<file path="config.mk">
export PLATFORM = sky130hd
export DESIGN_NAME = accumulator_sequencer
export DESIGN_NICKNAME = d
export VERILOG_FILES = /design/src/rtl/accumulator_sequencer.sv
export SDC_FILE = /design/constraint.sdc
export NUM_CORES = 1
export LEC_CHECK = 0
export CAP_MARGIN = 40
export CELL_PAD_IN_SITES_DETAIL_PLACEMENT = 0
export CELL_PAD_IN_SITES_GLOBAL_PLACEMENT = 1
export CORE_MARGIN = 1.5
export CORE_UTILIZATION = 35
export CTS_CLUSTER_DIAMETER = 120
export DETAILED_ROUTE_END_ITERATION = 10
export MAX_ROUTING_LAYER = met4
export PLACE_DENSITY_LB_ADDON = 0.1
export SYNTH_ARGS = -nofsm -noshare
export SYNTH_HDL_FRONTEND = slang
export SYNTH_SLANG_ARGS = --single-unit
</file>
<file path="constraint.sdc">
create_clock -name clk -period 1.8 [get_ports clk]
set_input_delay 0.36 -clock clk [delete_from_list [all_inputs] [get_ports clk]]
set_output_delay 0.36 -clock clk [all_outputs]
set_load 0.01 [all_outputs]
</file>
<file path="src/rtl/accumulator_sequencer.sv">
// Command micro-sequencer for the adder/accumulator datapath.
// Optional 2-entry command FIFO: define ACC_SEQ_CMD_FIFO_EN.
`timescale 1ns/1ps
module accumulator_sequencer #(
  parameter int W = 8
) (
  input  logic         clk,
  input  logic         rst,
  input  logic         cmd_valid,
  input  logic [2:0]   cmd_op,
  input  logic [W-1:0] cmd_data,
  output logic         cmd_ready,
  output logic [W-1:0] drv_data,
  output logic         nLa,
  output logic         nLb,
  output logic         Ea,
  output logic         Eu,
  output logic         sub,
  input  logic [W-1:0] bus_in,
  input  logic         cf_in,
  input  logic         zf_in,
  output logic [W-1:0] result,
  output logic         cf,
  output logic         zf,
  output logic         done,
  output logic         err,
  output logic         busy
);

  typedef enum logic [2:0] {
    S_IDLE, S_LDA, S_LDB, S_EXE, S_OUT, S_DONE
  } state_t;

  localparam logic [2:0] OP_NOP = 3'd0;
  localparam logic [2:0] OP_LDA = 3'd1;
  localparam logic [2:0] OP_ADD = 3'd2;
  localparam logic [2:0] OP_SUB = 3'd3;
  localparam logic [2:0] OP_OUT = 3'd4;
  localparam logic [2:0] OP_CLR = 3'd5;

  state_t       state, nxt;
  logic [2:0]   op_q, nxt_op, hd_op;
  logic [W-1:0] data_q, nxt_data, hd_data;
  logic         start;

  logic [W-1:0] d_drv;
  logic         d_nla, d_nlb, d_ea, d_eu, d_sub, d_done;

`ifdef ACC_SEQ_CMD_FIFO_EN
  logic [2:0]   f_op   [2];
  logic [W-1:0] f_data [2];
  logic         wp, rp;
  logic [1:0]   cnt;
  logic         push, pop;

  assign cmd_ready = (cnt != 2'd2);
  assign push      = cmd_valid & cmd_ready;
  assign pop       = start;
  assign hd_op     = f_op[rp];
  assign hd_data   = f_data[rp];
  // Chain straight out of DONE when another command is waiting.
  assign start     = (cnt != 2'd0) &
                     ((state == S_IDLE) | (state == S_DONE));

  always_ff @(posedge clk or posedge rst) begin
    if (rst) begin
      wp  <= 1'b0;
      rp  <= 1'b0;
      cnt <= 2'd0;
    end else begin
      if (push) wp <= ~wp;
      if (pop)  rp <= ~rp;
      case ({push, pop})
        2'b10:   cnt <= cnt + 2'd1;
        2'b01:   cnt <= cnt - 2'd1;
        default: cnt <= cnt;
      endcase
    end
  end

  always_ff @(posedge clk) begin
    if (push) begin
      f_op[wp]   <= cmd_op;
      f_data[wp] <= cmd_data;
    end
  end
`else
  assign cmd_ready = (state == S_IDLE);
  assign hd_op     = cmd_op;
  assign hd_data   = cmd_data;
  assign start     = cmd_valid & (state == S_IDLE);
`endif

  always_comb begin
    nxt      = state;
    nxt_op   = op_q;
    nxt_data = data_q;
    if (start) begin
      nxt_op   = hd_op;
      nxt_data = (hd_op == OP_CLR) ? '0 : hd_data;
      case (hd_op)
        OP_LDA, OP_CLR: nxt = S_LDA;
        OP_ADD, OP_SUB: nxt = S_LDB;
        OP_OUT:         nxt = S_OUT;
        default:        nxt = S_DONE;
      endcase
    end else begin
      case (state)
        S_LDA:   nxt = S_DONE;
        S_LDB:   nxt = S_EXE;
        S_EXE:   nxt = S_DONE;
        S_OUT:   nxt = S_DONE;
        S_DONE:  nxt = S_IDLE;
        default: nxt = state;
      endcase
    end
  end

  // Controls are decoded from the next state so they register cleanly.
  always_comb begin
    d_drv  = '0;
    d_nla  = 1'b1;
    d_nlb  = 1'b1;
    d_ea   = 1'b0;
    d_eu   = 1'b0;
    d_sub  = 1'b0;
    d_done = 1'b0;
    unique case (1'b1)
      nxt == S_LDA: begin
        d_drv = nxt_data;
        d_nla = 1'b0;
      end
      nxt == S_LDB: begin
        d_drv = nxt_data;
        d_nlb = 1'b0;
      end
      nxt == S_EXE: begin
        d_nla = 1'b0;
        d_eu  = 1'b1;
        d_sub = (nxt_op == OP_SUB);
      end
      nxt == S_OUT:  d_ea   = 1'b1;
      nxt == S_DONE: d_done = 1'b1;
      default: ;
    endcase
  end

  always_ff @(posedge clk or posedge rst) begin
    if (rst) begin
      state    <= S_IDLE;
      op_q     <= OP_NOP;
      data_q   <= '0;
      drv_data <= '0;
      nLa      <= 1'b1;
      nLb      <= 1'b1;
      Ea       <= 1'b0;
      Eu       <= 1'b0;
      sub      <= 1'b0;
      done     <= 1'b0;
    end else begin
      state    <= nxt;
      op_q     <= nxt_op;
      data_q   <= nxt_data;
      drv_data <= d_drv;
      nLa      <= d_nla;
      nLb      <= d_nlb;
      Ea       <= d_ea;
      Eu       <= d_eu;
      sub      <= d_sub;
      done     <= d_done;
    end
  end

  always_ff @(posedge clk or posedge rst) begin
    if (rst) begin
      result <= '0;
      cf     <= 1'b0;
      zf     <= 1'b0;
      err    <= 1'b0;
    end else begin
      if (state == S_OUT) result <= bus_in;
      if (state == S_DONE &&
          (op_q == OP_ADD || op_q == OP_SUB)) begin
        cf <= cf_in;
        zf <= zf_in;
      end
      if (start) err <= (hd_op[2] & hd_op[1]);
    end
  end

  assign busy = (state != S_IDLE);

endmodule

</file>
=== Word level (Yosys, flattened, before mapping) ===
Index checks and enable logic that the tools add are counted.

* Output and inout port bits: 27
* Word-level logic and storage cells: 56
* Bits of input ports: 24
* Register bits after elaboration: 39

* Mux-type cells: 13
* Eq/ne operators: 18
* Reductions and logical operators: 9
* Bitwise operators: 2

{| class="wikitable"
|+ Operator list
! cell !! count
|-
| $eq A3 B2 Y1 const B || 9
|-
| $mux W8 || 3
|-
| $eq A3 B3 Y1 const B || 6
|-
| $pmux W3 S3 || 2
|-
| $eq A3 B1 Y1 const B || 3
|-
| $reduce_or A2 Y1 || 4
|-
| $mux W1 || 6
|-
| $mux W3 || 2
|-
| $logic_not A3 Y1 || 1
|-
| $reduce_bool A3 Y1 || 1
|-
| $reduce_or A3 Y1 || 1
|-
| $and A1 B1 Y1 || 2
|-
| $logic_and A1 B1 Y1 || 1
|-
| $logic_or A1 B1 Y1 || 1
|}

=== Logic depth before layout (Yosys ltp) ===
Gate-level depths: netlist of run 1.

* Depth in word-level cells: 7
* Gate-level depth with buffers: 7
* Gate-level depth less buffers: 6

=== Least setup slack after synthesis of run 1 ===
Ideal clock, no wire load.

* Path type: reg2reg
* From: register state[0]
* To: register drv_data[0]
* Path buffers: 1
* Setup slack: 175 ps
* Clock period less this slack: 1,625 ps
* Arrival: 1,506 ps
* Stages on the path, launching flop included: 7
* Library setup time: 119 ps
* Required time: 1,681 ps
* Cell sequence: dfrtp_1 > buf_6 > nor3_1 > a21oi_1 > a31oi_2 > o31ai_4 > and2_1

* Elaborated cells between the ends (all ways): 15
* Those cells by class: eq/ne (7); mux (4); bitwise (1); reduce/logical (3)

{| class="wikitable"
|+ RTL lines
! element !! RTL line !! RTL
|-
| from (decl) || 41 || <nowiki>state_t state, nxt;</nowiki>
|-
| from (signal assigned) || 161 || <nowiki>state <= nxt;</nowiki>
|-
| $logic_not A3 Y1 (*) || - ||
|-
| named net cmd_ready || 12 || <nowiki>output logic cmd_ready,</nowiki>
|-
| $and A1 B1 Y1 (*) || 91 || <nowiki>assign start = cmd_valid & (state == S_IDLE);</nowiki>
|-
| $mux W3 || 98 || <nowiki>if (start) begin</nowiki>
|-
| $eq A3 B1 Y1 or $eq A3 B2 Y1 (tied branches) || 129, 133 ||
|-
| $reduce_or A2 Y1 (no source line) || - ||
|-
| $mux W8 (*) || 128 || <nowiki>unique case (1'b1)</nowiki>
|-
| named net d_drv[0] || 46 || <nowiki>logic [W-1:0] d_drv;</nowiki>
|-
| to (signal assigned) || 164 || <nowiki>drv_data <= d_drv;</nowiki>
|-
| to (decl) || 13 || <nowiki>output logic [W-1:0] drv_data,</nowiki>
|}

Mark *: on every way through the listed nets, which the timed path passes. The rest lies on a longest branch.
A chain may end at the register's enable or synchronous reset.

=== Final worst setup path of run 1 ===
* From: register nLb
* To: output port nLb

{| class="wikitable"
|+ RTL lines
! element !! RTL line !! RTL
|-
| from (decl) || 15 || <nowiki>output logic nLb,</nowiki>
|-
| from (signal assigned) || 166 || <nowiki>nLb <= d_nlb;</nowiki>
|}

No word-level cell between the ends.

==> results by stage, run 1 <==
Synth:
- During synthesis, Yosys emitted a total of 0 warnings.
- The mean instance size in the synthesized netlist is 13.5 um^2.
- The post-synthesis sequential area ratio is 64.6%.
- The distinct cell type count of the synthesized netlist is 28.
- The flop and latch count out of synthesis is 39.
- The cell area that synthesis handed to floorplanning was between 0.0015 and 0.002 mm^2.
- The number of nets in the synthesized netlist is 136.
- Counting every instance in the synthesized netlist gives roughly 110.

Layout:
- From synthesis to final layout, the design area changed by 55.2%.
- Cells fill between 50% and 60% of the core in the end.
- After routing the design area is 0.00235 mm^2.
- 0 antenna diodes ended up in the layout.
- The final layout contains roughly 210 nets.
- The layout has 342 filler cells.
- Leaving out fill and tap cells, the most frequent cells in the layout are 47 x sky130_fd_sc_hd__clkdlybuf4s50_1, 37 x sky130_fd_sc_hd__dfrtp_1, 20 x sky130_fd_sc_hd__buf_4.
- In the final layout, the share of cells above drive strength 1 is 25.5%.
- Leaving out fill and tap cells, the most frequent cell in the layout is sky130_fd_sc_hd__clkdlybuf4s50_1.

Place:
- Routability-driven placement finished with a final weighted congestion of between 0.8 and 0.9.
- OpenSTA, run right after detailed placement, puts the worst setup slack at -0.130 ns.
- The detailed-placement wirelength estimate is 2310 um.
- The area after detailed placement is 0.00220 mm^2.
- During placement, the flow inserted port buffers numbering 50.

Clocking:
- The number of clock sinks seen by CTS is 39.
- TritonCTS built the clock tree.
- The clock passes through at most 2 buffers.
- The TritonCTS buffer count is 5.
- Clock latency on the worst-skew pair, taken at its later pin, is 0.29 ns.
- The H-tree was split into 2 levels.
- After clock tree synthesis, the clock-pin slew on the worst setup and hold paths is 0.07 ns.
- The root cell of the clock tree is sky130_fd_sc_hd__clkbuf_8.

Power and ir drop:
- The worst-case IR drop observed on VDD is 0.716 mV.
- The leakage power is 0.00108 uW.
- Power spread over the standard cell area amounts to between 1500 and 2000 mW/mm^2.
- The overall power of the completed layout is ~4000 uW.

Global routing:
- The initial antenna violation count is 0.
- The largest net degree at the start of global routing is 29.
- The global-route layer with the greatest usage is met2.
- The overall routing resource usage is 15.4%.
- The met3 capacity usage during global routing is 4.06%.
- The total congestion overflow after global routing is 0.
- The first global-routing pass estimated 5120 um of wire.
- The number of global-route vias before repair came to 1133.
- The met1 layer usage reported by global route is 18.9%.
- For met2 alone, demand over resource in global routing was 24.4%.

Timing:
- The number of endpoints with negative hold slack in the final report is 0.
- The max-slew violation total from the final report is 0.
- Based on the critical path, the design can be clocked at up to ~0.59 GHz.
- In the post-route analysis, the smallest setup slack over all paths is 0.0960 ns.
- The worst hold margin is 0.330 ns.
- The clock period minus worst slack is 1.70 ns.
- For the pin with the worst max-slew slack, the measured transition is 0.340 ns.
- The worst path uses 94.7% of the clock period.
- Setup repair after global routing left no endpoint under its margin.
- The worst-case headroom to the max-slew limit is 77.3%.
- Setup violations remaining at the end of the flow were counted as 0.
- The worst clock skew is between 0.003 and 0.004 ns.

Setup path:
- In this run the worst path has a maximum fanout of 1.
- The worst setup path is captured at an output port.
- The maximum single-stage delay on the critical path is roughly 0.54 ns.
- At the worst endpoint, the required time is approximately 1.4 ns.
- For the worst setup path, the data arrival time is around 1.3 ns.
- The kind of cell adding the most delay to the critical path is buffers and inverters.
- The slowest stage of the critical path belongs to the cell sky130_fd_sc_hd__clkdlybuf4s50_1.
- The count of buffering cells on the critical path with inverters included is 1.
- The worst setup path is launched from a flop.
- The critical path is of the flop to output port type.
- Walking the worst path, the cells encountered are clkdlybuf4s50_1.

Floorplanning:
- The area of the core region is 0.00409 mm^2.
- The area of the die is 0.00473 mm^2.
- For this configuration, the core starts out at a cell density of 37.0%.
- The count of boundary I/O pins is 51.
- The floorplan has 23 rows.
- The die is roughly 69 um wide.
- The floorplan die height is 68.8 um.

Drt:
- The residual DRC count is 0.
- The number of nets still failing antenna checks after routing is 0.
- The via count is 1098.
- The starting DRC count in detailed routing is 50.
- The first-pass iteration count of the detailed router is 4.
- In the final routed layout, each cell accounts on average for 13.0 um.
- Wires add up to 3100 um.
- After detailed routing, the number of vias per cell comes to 4.61.

Min path:
- The worst hold path belongs to the class primary input to asynchronous set/reset pin.

Status:
- The flow ran to the end, and the final reports show no timing, DRC or antenna violations.

Flow run:
- The tool flagged a number of max-cap violations equal to 0.
report_power, final:
part	switching (uW)	internal (uW)	leakage, uW
sequential	144	1240	0.000492
combinational	782	1050	0.000535
clock	306	412	0.0000581
layer usage:
metal	wire [um]	part of all wire, %	up-vias
met5	0	0	-
met4	44	1.4	0
met3	212	6.8	4
met2	1450	47	34
met1	1390	45	527
li1	-	-	533
layout make-up:
type                            count  area (um^2)  share of cell area (%)
Clock buffer                        5         68.8                    2.93
Timing Repair Buffer               71          671                    28.5
Tap cell                           50         62.6                    2.66
Sequential cell                    39          978                    41.6
Multi-Input combinational cell     64          503                    21.4
Inverter                            6         22.5                   0.958
Clock inverter                      3         43.8                    1.86
final timing paths:
kind | end | depth (start not counted) | from | slack (ns)
max in group asynchronous | nLa | 3 | rst | 0.99
min in group clk | op_q[0] | 2 | op_q[0] | 0.48
hold / removal | result[2] | 2 | rst | 0.33
setup reg to reg | drv_data[1] | 7 | state[1] | 0.16
setup / recovery | nLb | 1 | nLb | 0.1
hold reg to reg | op_q[0] | 2 | op_q[0] | 0.48
sequential cells by signal, indices dropped and copies added, names as in the netlist:
name	count
result	8
nLb	1
nLa	1
Ea	1
drv_data	8
done	1
op_q	3
err	1
data_q	8
zf	1
state	3
cf	1
sub	1
Eu	1
Yosys cell counts:
library cell,number,area share [%]
sky130_fd_sc_hd__nand3b_4,1,1.3
sky130_fd_sc_hd__nand3_1,1,0.33
sky130_fd_sc_hd__o21a_1,1,0.50
sky130_fd_sc_hd__a31oi_1,2,0.83
sky130_fd_sc_hd__nor2_1,2,0.50
sky130_fd_sc_hd__mux2_2,10,7.4
sky130_fd_sc_hd__nand2b_1,1,0.41
sky130_fd_sc_hd__nor2_2,1,0.41
sky130_fd_sc_hd__nand3b_1,1,0.50
sky130_fd_sc_hd__dfrtp_1,37,61
sky130_fd_sc_hd__o31ai_4,1,1.4
sky130_fd_sc_hd__nor3_2,1,0.66
sky130_fd_sc_hd__a31oi_2,1,0.83
sky130_fd_sc_hd__nand2_1,12,3.0
sky130_fd_sc_hd__buf_2,2,0.66
sky130_fd_sc_hd__dfstp_2,2,3.5
sky130_fd_sc_hd__nor4b_4,1,1.6
sky130_fd_sc_hd__a21oi_1,3,0.99
sky130_fd_sc_hd__and2_1,9,3.7
sky130_fd_sc_hd__inv_1,6,1.5
sky130_fd_sc_hd__nor2b_1,1,0.41
sky130_fd_sc_hd__buf_6,1,0.74
sky130_fd_sc_hd__nor3b_1,1,0.50
sky130_fd_sc_hd__xor2_1,1,0.58
sky130_fd_sc_hd__a22o_1,8,4.6
sky130_fd_sc_hd__o21ai_0,2,0.66
sky130_fd_sc_hd__nor3_1,2,0.66
sky130_fd_sc_hd__and4b_1,1,0.66
cell families (layout without fill, tap and decap cells):
kind of cell | count (synthesis) | count (layout) | synth area share (%)
AO/OA/AOI/OAI | 18 | 18 | 9.83
XOR/XNOR | 1 | 1 | 0.579
flip-flops | 39 | 39 | 64.6
buffers and inverters | 9 | 85 | 2.89
AND/OR/NAND/NOR | 35 | 35 | 14.6
multiplexers | 10 | 10 | 7.44
per-stage QoR:
| step | std cells | TNS, ns |
|---|---|---|
| after global routing | 238 | 0 |
| after CTS | 235 | 0 |
| after global placement | 227 | -0.797 |
| after detailed placement | 227 | -0.941 |
| final | 238 | 0 |
| after floorplan | 112 | 0 |
what timing repair did:
| action | in CTS | in global routing |
|---|---|---|
| buffers inserted | 0 | 3 |
| hold endpoints to repair | 0 | 0 |
| gates resized for setup | 4 | 2 |
| pin swaps | 1 | 4 |
| cloned | 0 | 0 |
| setup endpoints to repair | 2 | 7 |
| hold buffers | 0 | 0 |
Note: power is estimated with default switching activity, not from simulation.
==> run 2: changes to the inputs <==
--- a/config.mk
+++ b/config.mk
@@ -11,6 +11,7 @@
 export CORE_MARGIN = 1.5
 export CORE_UTILIZATION = 35
 export CTS_CLUSTER_DIAMETER = 120
+export CTS_CLUSTER_SIZE = 10
 export DETAILED_ROUTE_END_ITERATION = 10
 export MAX_ROUTING_LAYER = met4
 export PLACE_DENSITY_LB_ADDON = 0.1
==> results of run 2 <==
Final layout, timing and power as in run 1 (identical DEF).
